## src/rtl/alarm_pkg.sv

```systemverilog
// Shared definitions for the alarm controller: FSM state codes and the
// channel-select width helper.
package alarm_pkg;

  localparam logic [1:0] ST_IDLE    = 2'b00;
  localparam logic [1:0] ST_RINGING = 2'b01;
  localparam logic [1:0] ST_SNOOZE  = 2'b10;

  function automatic int sel_w(input int n);
    return (n <= 2) ? 1 : $clog2(n);
  endfunction

endpackage

```

## src/rtl/alarm_match.sv

```systemverilog
// One alarm channel: stored alarm time, equality comparator and the
// match-edge detector that produces a single trigger per entry into a match.
module alarm_match #(
  parameter int WIDTH = 4
) (
  input  logic             clock,
  input  logic             reset,
  input  logic             tick,
  input  logic             load,
  input  logic             en,
  input  logic [WIDTH-1:0] current_time,
  input  logic [WIDTH-1:0] alarm_in,
  output logic [WIDTH-1:0] value,
  output logic             trig
);

  logic match;
  logic match_prev;

  assign match = (value == current_time);
  assign trig  = tick & match & ~match_prev & en;

  // match_prev resets high so a channel sitting at the reset time stays quiet
  always_ff @(posedge clock) begin
    if (reset) begin
      value      <= '0;
      match_prev <= 1'b1;
    end else begin
      if (load) value <= alarm_in;
      if (tick) match_prev <= match;
    end
  end

endmodule

```

## src/rtl/alarm_ctrl.sv

```systemverilog
// Multi-channel alarm controller: per-channel match detection, lowest-index
// priority select, ring/snooze/auto-timeout FSM and the display mux.
module alarm_ctrl import alarm_pkg::*; #(
  parameter  int WIDTH        = 4,
  parameter  int N_ALARMS     = 2,
  parameter  int SNOOZE_TICKS = 5,
  parameter  int RING_TICKS   = 10,
  localparam int SEL_W        = sel_w(N_ALARMS)
) (
  input  logic                clock,
  input  logic                reset,
  input  logic                tick,
  input  logic [WIDTH-1:0]    current_time,
  input  logic                load_alarm,
  input  logic [SEL_W-1:0]    load_sel,
  input  logic [WIDTH-1:0]    alarm_in,
  input  logic [N_ALARMS-1:0] alarm_en,
  input  logic                show_a,
  input  logic [SEL_W-1:0]    show_sel,
  input  logic                snooze,
  input  logic                alarm_off,
  output logic [WIDTH-1:0]    display_time,
  output logic                sound_alarm,
  output logic [SEL_W-1:0]    active_alarm,
  output logic                ringing,
  output logic                snoozing
);

  localparam int MAX_T = (RING_TICKS > SNOOZE_TICKS) ? RING_TICKS : SNOOZE_TICKS;
  localparam int CNT_W = $clog2(MAX_T + 1);

  logic [WIDTH-1:0]    alarm_val [N_ALARMS];
  logic [N_ALARMS-1:0] trig;
  logic [SEL_W-1:0]    fire_idx;
  logic [1:0]          state, state_next;
  logic [CNT_W-1:0]    tcnt, tcnt_next, tcnt_inc;
  logic [SEL_W-1:0]    active_next;

  for (genvar i = 0; i < N_ALARMS; i++) begin : g_ch
    alarm_match #(.WIDTH(WIDTH)) u_match (
      .clock        (clock),
      .reset        (reset),
      .tick         (tick),
      .load         (load_alarm && (load_sel == SEL_W'(i))),
      .en           (alarm_en[i]),
      .current_time (current_time),
      .alarm_in     (alarm_in),
      .value        (alarm_val[i]),
      .trig         (trig[i])
    );
  end

  always_comb begin
    fire_idx = '0;
    for (int i = N_ALARMS - 1; i >= 0; i--)
      if (trig[i]) fire_idx = SEL_W'(i);
  end

  always_comb begin
    display_time = current_time;
    if (show_a) begin
      display_time = '0;
      for (int i = 0; i < N_ALARMS; i++)
        if (show_sel == SEL_W'(i)) display_time = alarm_val[i];
    end
  end

  assign tcnt_inc = tcnt + 1'b1;

  // Request priority inside an active alarm: off, enable-clear, snooze, tick
  always_comb begin
    state_next  = state;
    tcnt_next   = tcnt;
    active_next = active_alarm;
    case (state)
      ST_IDLE: begin
        if (|trig) begin
          state_next  = ST_RINGING;
          tcnt_next   = '0;
          active_next = fire_idx;
        end
      end
      ST_RINGING: begin
        if (alarm_off || !alarm_en[active_alarm]) begin
          state_next = ST_IDLE;
        end else if (snooze) begin
          state_next = ST_SNOOZE;
          tcnt_next  = '0;
        end else if (tick) begin
          tcnt_next = tcnt_inc;
          if (tcnt_inc == CNT_W'(RING_TICKS)) begin
            state_next = ST_IDLE;
            tcnt_next  = '0;
          end
        end
      end
      ST_SNOOZE: begin
        if (alarm_off || !alarm_en[active_alarm]) begin
          state_next = ST_IDLE;
        end else if (tick) begin
          tcnt_next = tcnt_inc;
          if (tcnt_inc == CNT_W'(SNOOZE_TICKS)) begin
            state_next = ST_RINGING;
            tcnt_next  = '0;
          end
        end
      end
      default: state_next = ST_IDLE;
    endcase
  end

  // Flags are registered from the next state so they never glitch on decode
  always_ff @(posedge clock) begin
    if (reset) begin
      state        <= ST_IDLE;
      tcnt         <= '0;
      active_alarm <= '0;
      sound_alarm  <= 1'b0;
      ringing      <= 1'b0;
      snoozing     <= 1'b0;
    end else begin
      state        <= state_next;
      tcnt         <= tcnt_next;
      active_alarm <= active_next;
      sound_alarm  <= (state_next == ST_RINGING);
      ringing      <= (state_next == ST_RINGING);
      snoozing     <= (state_next == ST_SNOOZE);
    end
  end

endmodule

```

## config.mk

```make
export PLATFORM = sky130hd
export DESIGN_NAME = alarm_ctrl
export DESIGN_NICKNAME = d
export VERILOG_FILES = /design/src/rtl/alarm_pkg.sv /design/src/rtl/alarm_match.sv /design/src/rtl/alarm_ctrl.sv
export SDC_FILE = /design/constraint.sdc
export NUM_CORES = 1
export LEC_CHECK = 0
export ABC_AREA = 1
export CAP_MARGIN = 20
export CORE_AREA = 2 2 55 57
export DETAILED_ROUTE_END_ITERATION = 10
export DIE_AREA = 0 0 57 59
export GPL_ROUTABILITY_DRIVEN = 0
export GPL_TIMING_DRIVEN = 0
export PLACE_DENSITY = 0.87
export SYNTH_ARGS = -nofsm -noshare
export SYNTH_HDL_FRONTEND = slang
export SYNTH_SLANG_ARGS = --single-unit
```

## constraint.sdc

```tcl
create_clock -name clock -period 1.77 [get_ports clock]
set_input_delay 0.177 -clock clock [delete_from_list [all_inputs] [get_ports clock]]
set_output_delay 0.177 -clock clock [all_outputs]
set_load 0.02 [all_outputs]
```

==> impl_metrics.tcl, run 1 <==
set metrics [dict create \
    die_w_um 57 \
    p_int_mw 0.618 \
    synth_top_area_frac 0.291 \
    syn_avg_cell_area_um2 6.32 \
    fin_skew_ns 0.00281 \
    ys_warn_count 0 \
    rows 19 \
    synth_simple_gate_area_frac 0.361 \
    maxCapViolCount 0 \
    netlist_area_um2 1310 \
    dominantRegCellSynth "dfxtp_1" \
    powerDensity_nw_per_um2 546 \
    hold_class "input port to flip-flop" \
    synthMuxAreaShare 0 \
    grt_max_degree 12 \
    start_util 0.482 \
    cts_setup_buffers 0 \
    drtPass1Iterations 4 \
    leakagePower_nw 0.811 \
    worstPathCellList "inv_1 > ha_1 > nor2_1 > o21ai_0 > nor2_1 > nand2_2 > inv_2 > nand2_1 > nand2_1 > nor2_1" \
    slew_violations 0 \
    grt_pass1_wl_mm 4.64 \
    fin_nets 263 \
    final_cells 267 \
    min_to "g_ch[0].u_match.value[0]$_SDFFE_PP0P_" \
    synthTopCellsByArea "dfxtp_1 29%, nand2_1 14%, inv_1 9.2%" \
    r2r_setup_slack_ns 0.20 \
    slowest_stage "dfxtp_1" \
    path_class "flip-flop to flip-flop" \
    io_buffers 25 \
    drt-total-wl_mm 2.82 \
    cpPeakStageDelay_ns 0.38 \
    hpwl_mm 2.27 \
    die_area_um2 3360 \
    hold_ws_ns 0.478 \
    cts-root-buf "clkbuf_4" \
    async_reset_ff_frac 0 \
    clkPwrFrac 0.254 \
    arrival_ns 1.79 \
    min_path_cells 3 \
    core_um2 2710 \
    layout_setup_ws_ns 0.195 \
    switching_power_mw 0.268 \
    worst_slew_pin_slew_ns 0.335 \
    vdd_drop_max_mv 0.472 \
    area_delta_synth_final_pct 24.2 \
    avgViaCountPerCell 5.08 \
    stdcell_area_um2 1620 \
    grt_pass1_vias 1178 \
    htree_levels 1 \
    slew_headroom 0.776 \
    fin_crit_sh 0.890 \
    cts_buffers 3 \
    fmax_ghz 0.635 \
    wl_per_cell_um 10.6 \
    rsz0062_at_grt "no" \
    cp_common_cell "nor2_1" \
    yosys.area.top_type "dfxtp_1" \
    outcome "finished clean" \
    cts.path.max_buffers 2 \
    drc_errors 0 \
    pwr-share-seq 0.523 \
    die_y_um 59 \
    synth-xor-area-share 0.00670 \
    synth_edf_count 0 \
    synth_nets 233 \
    fin_tns_setup_ns 0 \
    ys_seq_area_frac 0.291 \
    post-synth-top-count-cell "nand2_1" \
    reg2regPathDepth 10 \
    dpl.cell_count 263 \
    cts_tree "done" \
    ys_types 24 \
    place_ws_ns -0.0514 \
    antenna_found_initial 0 \
    clock_sinks 19 \
    setup_viol 0 \
    worstHoldStart "alarm_in[0]" \
    clock_latency_ns 0.30 \
    drive_gt1_frac 0.114 \
    hold_viol 0 \
    synth_cells 207 \
    vias 1356 \
    fillers 281 \
    cp_max_fo 6 \
    grt_use_total 0.174 \
    place_area_um2 1600 \
    cp-start-kind "flip-flop" \
    rr_startpoint "state[0]$_SDFF_PP0_" \
    antennaDiodeCount 0 \
    first_iter_violations 56 \
    synth-seq-cells 19 \
    synth_fa_ha_area_frac 0.0670 \
    regToRegEndpoint "tcnt[1]$_SDFFE_PP0P_" \
    synth-compound-area-share 0.159 \
    power.share.switching 0.303 \
    overflow 0 \
    postRouteAntennaNets 0 \
    clk_pin_slew_ns 0.11 \
    cp.required_ns 1.98 \
    finalCriticalPeriod_ns 1.57 \
    endpoint_kind "flip-flop" \
    p_comb_frac 0.223 \
    netlist_top_cells_count "48 x nand2_1, 32 x inv_1, 28 x nor2_1" \
    synth_top_family_by_area "simple AND/OR/NAND/NOR gates" \
    io_pins 27 \
]
-- cells by family (layout without fill, tap and decap cells) --
group,count (synthesis),in the layout
flip-flops,19,19
AND/OR/NAND/NOR,104,104
adder cells (fa/ha/maj),7,7
AO/OA/AOI/OAI,37,37
buffers and inverters,39,68
XOR/XNOR,1,1
-- worst max path at each step --
stage / from / end / slack [ns] / cells after the start
finish: state[0]$_SDFF_PP0_ / tcnt[1]$_SDFFE_PP0P_ / 0.20 / 10
global route: state[1]$_SDFF_PP0_ / tcnt[1]$_SDFFE_PP0P_ / 0.01 / 12
CTS: state[1]$_SDFF_PP0_ / tcnt[1]$_SDFFE_PP0P_ / 0.07 / 12
detailed placement: show_a / display_time[0] / -0.05 / 4
global placement: show_a / display_time[3] / -0.06 / 4
floorplan: state[1]$_SDFF_PP0_ / tcnt[1]$_SDFFE_PP0P_ / 0.32 / 12
-- cell usage in the layout, fill, tap and decap left out, types with 4 or more instances in the layout --
cell             instances
dfxtp_1                 17
nor2_2                   4
clkdlybuf4s50_1         21
nor2_1                  28
ha_1                     7
nand3_1                 11
o21ai_0                 14
inv_1                   32
dlygate4sd2_1            4
nand2_1                 48
nand2_2                  5
inv_2                    4
a21oi_1                 12
o21ai_1                  5
-- power by group through the flow --
stage,sequential (mW),combinational [mW],clock (mW)
2_1_floorplan,0.471,0.117,0
3_3_place_gp,0.473,0.199,0
3_5_place_dp,0.474,0.203,0
4_1_cts,0.465,0.198,0.227
5_1_grt,0.466,0.220,0.244
6_report,0.463,0.198,0.226
-- layout make-up --
cell class | count | area [um2] | area share
Multi-Input combinational cell | 149 | 776 | 0.478
Sequential cell | 19 | 385 | 0.237
Timing Repair Buffer | 25 | 245 | 0.151
Inverter | 36 | 135 | 0.0832
Tap cell | 31 | 38.8 | 0.0239
Clock buffer | 3 | 22.5 | 0.0139
Buffer | 3 | 16.3 | 0.0100
Clock inverter | 1 | 5.00 | 0.00308
-- sequential cells by signal, summed over array words and instances, names as in the netlist --
register                 count
ringing                      1
g_ch.u_match.match_prev      2
active_alarm                 1
tcnt                         4
g_ch.u_match.value           8
state                        2
snoozing                     1
-- routing by layer --
layer  share of wire  track usage  wire length [um]
met2            0.48        0.322              1370
met1            0.46        0.202              1290
met3           0.039       0.0262               111
met4           0.018       0.0698                51
met5               0            0                 0
-- worst max-delay path: cells and delay by family (launching register included) --
| family | cells | cell delay [ns] |
|---|---|---|
| buffers and inverters | 2 | 0.18 |
| and+or+nand+nor | 6 | 0.57 |
| DFF | 1 | 0.38 |
| adders and majority gates | 1 | 0.26 |
| AOI/OAI and AO/OA | 1 | 0.09 |
-- per-stage QoR --
| step | utilization | power, mW |
|---|---|---|
| after floorplan | - | 0.588 |
| after global placement | 0.589 | 0.673 |
| final | 0.599 | 0.887 |
| after detailed placement | 0.589 | 0.677 |
| after global routing | 0.599 | 0.930 |
| after CTS | 0.597 | 0.890 |
-- repair_timing --
item,4_1_cts,5_1_grt
endpoints found under the setup margin,4,7
resized for setup,4,3
hold buffers,0,0
Power figures use the tool's default switching activity.
==> run 2: changes to the inputs <==
SKIP_CTS_REPAIR_TIMING = 1   (was default)
==> impl_metrics.tcl, run 2 (synthesis results as in run 1) <==
set metrics [dict create \
    worst_slew_pin_slew_ns 0.335 \
    cts-root-buf "clkbuf_4" \
    setup_viol 0 \
    clock_sinks 19 \
    cts.path.max_buffers 2 \
    cp_max_fo 6 \
    grt_pass1_wl_mm 4.64 \
    arrival_ns 1.79 \
    min_path_cells 3 \
    htree_levels 1 \
    drt-total-wl_mm 2.84 \
    maxCapViolCount 0 \
    reg2regPathDepth 10 \
    overflow 0 \
    fin_nets 263 \
    hold_class "input port to flip-flop" \
    area_delta_synth_final_pct 25.5 \
    start_util 0.482 \
    hold_ws_ns 0.478 \
    worstHoldStart "alarm_in[0]" \
    fmax_ghz 0.635 \
    layout_commonest_cell "nand2_1" \
    die_w_um 57 \
    grt_use_total 0.174 \
    drtPass1Iterations 4 \
    total_power_mw 0.891 \
    dpl.cell_count 263 \
    cp.required_ns 1.98 \
    final_cells 267 \
    layout_setup_ws_ns 0.196 \
    die_y_um 59 \
    vias 1362 \
    slew_headroom 0.776 \
    outcome "finished clean" \
    drc_errors 0 \
    hpwl_mm 2.27 \
    endpoint_kind "flip-flop" \
    wl_per_cell_um 10.7 \
    place_ws_ns -0.0514 \
    reg_top3 "g_ch.u_match.value: 8 flops, tcnt: 4 flops" \
    first_iter_violations 56 \
    antennaDiodeCount 0 \
    drive_gt1_frac 0.114 \
    postRouteAntennaNets 0 \
    core_um2 2710 \
    clock_latency_ns 0.30 \
    stdcell_area_um2 1640 \
    r2r_setup_slack_ns 0.20 \
    finalCriticalPeriod_ns 1.57 \
    place_area_um2 1600 \
    rsz0062_at_grt "no" \
    clk_pin_slew_ns 0.11 \
    avgViaCountPerCell 5.10 \
    cp-start-kind "flip-flop" \
    rows 19 \
    cts_buffers 3 \
    rr_startpoint "state[0]$_SDFF_PP0_" \
    grt_pass1_vias 1178 \
    fin_skew_ns 0.00254 \
    io_buffers 25 \
    die_area_um2 3360 \
    vdd_drop_max_mv 0.472 \
    path_class "flip-flop to flip-flop" \
    min_to "g_ch[0].u_match.value[0]$_SDFFE_PP0P_" \
    hold_viol 0 \
    slew_violations 0 \
    regToRegEndpoint "tcnt[1]$_SDFFE_PP0P_" \
    top_register "g_ch.u_match.value" \
    fin_crit_sh 0.889 \
    cts_tree "done" \
    fillers 276 \
    largest_reg_flops 8 \
    powerDensity_nw_per_um2 543 \
    leakagePower_nw 0.858 \
    antenna_found_initial 0 \
    final_cell_mix "48 x nand2_1, 32 x inv_1, 28 x nor2_1" \
    io_pins 27 \
    grt_max_degree 12 \
]
-- run 2: changes by cell type in the layout (fill, tap and decap cells not counted) --
cell             before  now
clkdlybuf4s50_1      21   20
dlygate4sd2_1         4    0
dlymetal6s2s_1        0    5
-- run 2: power by group --
part           internal [mW]  leakage [nW]  switching (mW)  total [mW]
Sequential             0.447         0.157          0.0162       0.463
Clock                 0.0844        0.0177           0.141       0.225
Combinational         0.0907         0.683           0.112       0.202
-- run 2: worst max path at each step --
stage                   startpoint  depth (start not counted)              endpoint
2_1_floorplan  state[1]$_SDFF_PP0_                         12  tcnt[1]$_SDFFE_PP0P_
3_3_place_gp                show_a                          4       display_time[3]
3_5_place_dp                show_a                          4       display_time[0]
4_1_cts                     show_a                          4       display_time[0]
5_1_grt        state[1]$_SDFF_PP0_                         12  tcnt[1]$_SDFFE_PP0P_
6_report       state[0]$_SDFF_PP0_                         10  tcnt[1]$_SDFFE_PP0P_
-- run 2: stage by stage --
stage          setup TNS [ns]  utilization
3_5_place_dp           -0.131        0.589
5_1_grt                     0        0.606
6_report                    0        0.606
2_1_floorplan               0            -
4_1_cts                -0.190        0.599
3_3_place_gp           -0.151        0.589
-- run 2: worst max-delay path, cell delays in order (launching register included) --
cell and delay (ns):
dfxtp_1 0.38, inv_1 0.10, ha_1 0.26, nor2_1 0.15, o21ai_0 0.09, nor2_1 0.17
nand2_2 0.12, inv_2 0.08, nand2_1 0.05, nand2_1 0.05, nor2_1 0.03
-- run 2: metal layers --
layer	share of wire	vias to the layer above	GRT usage
met2	0.49	27	0.320
met5	0	-	0
met1	0.46	615	0.202
li1	-	714	-
met4	0.018	0	0.0698
met3	0.039	6	0.0262
-- run 2: final cells by class --
cell class | instances | area [um2] | area share
clock buffers | 3 | 22.5 | 0.0137
repair buffers | 25 | 263 | 0.160
multi-input cells | 149 | 776 | 0.473
plain buffers | 3 | 16.3 | 0.00991
clock inverters | 1 | 5.00 | 0.00305
well taps | 31 | 38.8 | 0.0236
inverters | 36 | 135 | 0.0823
flip-flops and latches | 19 | 385 | 0.235
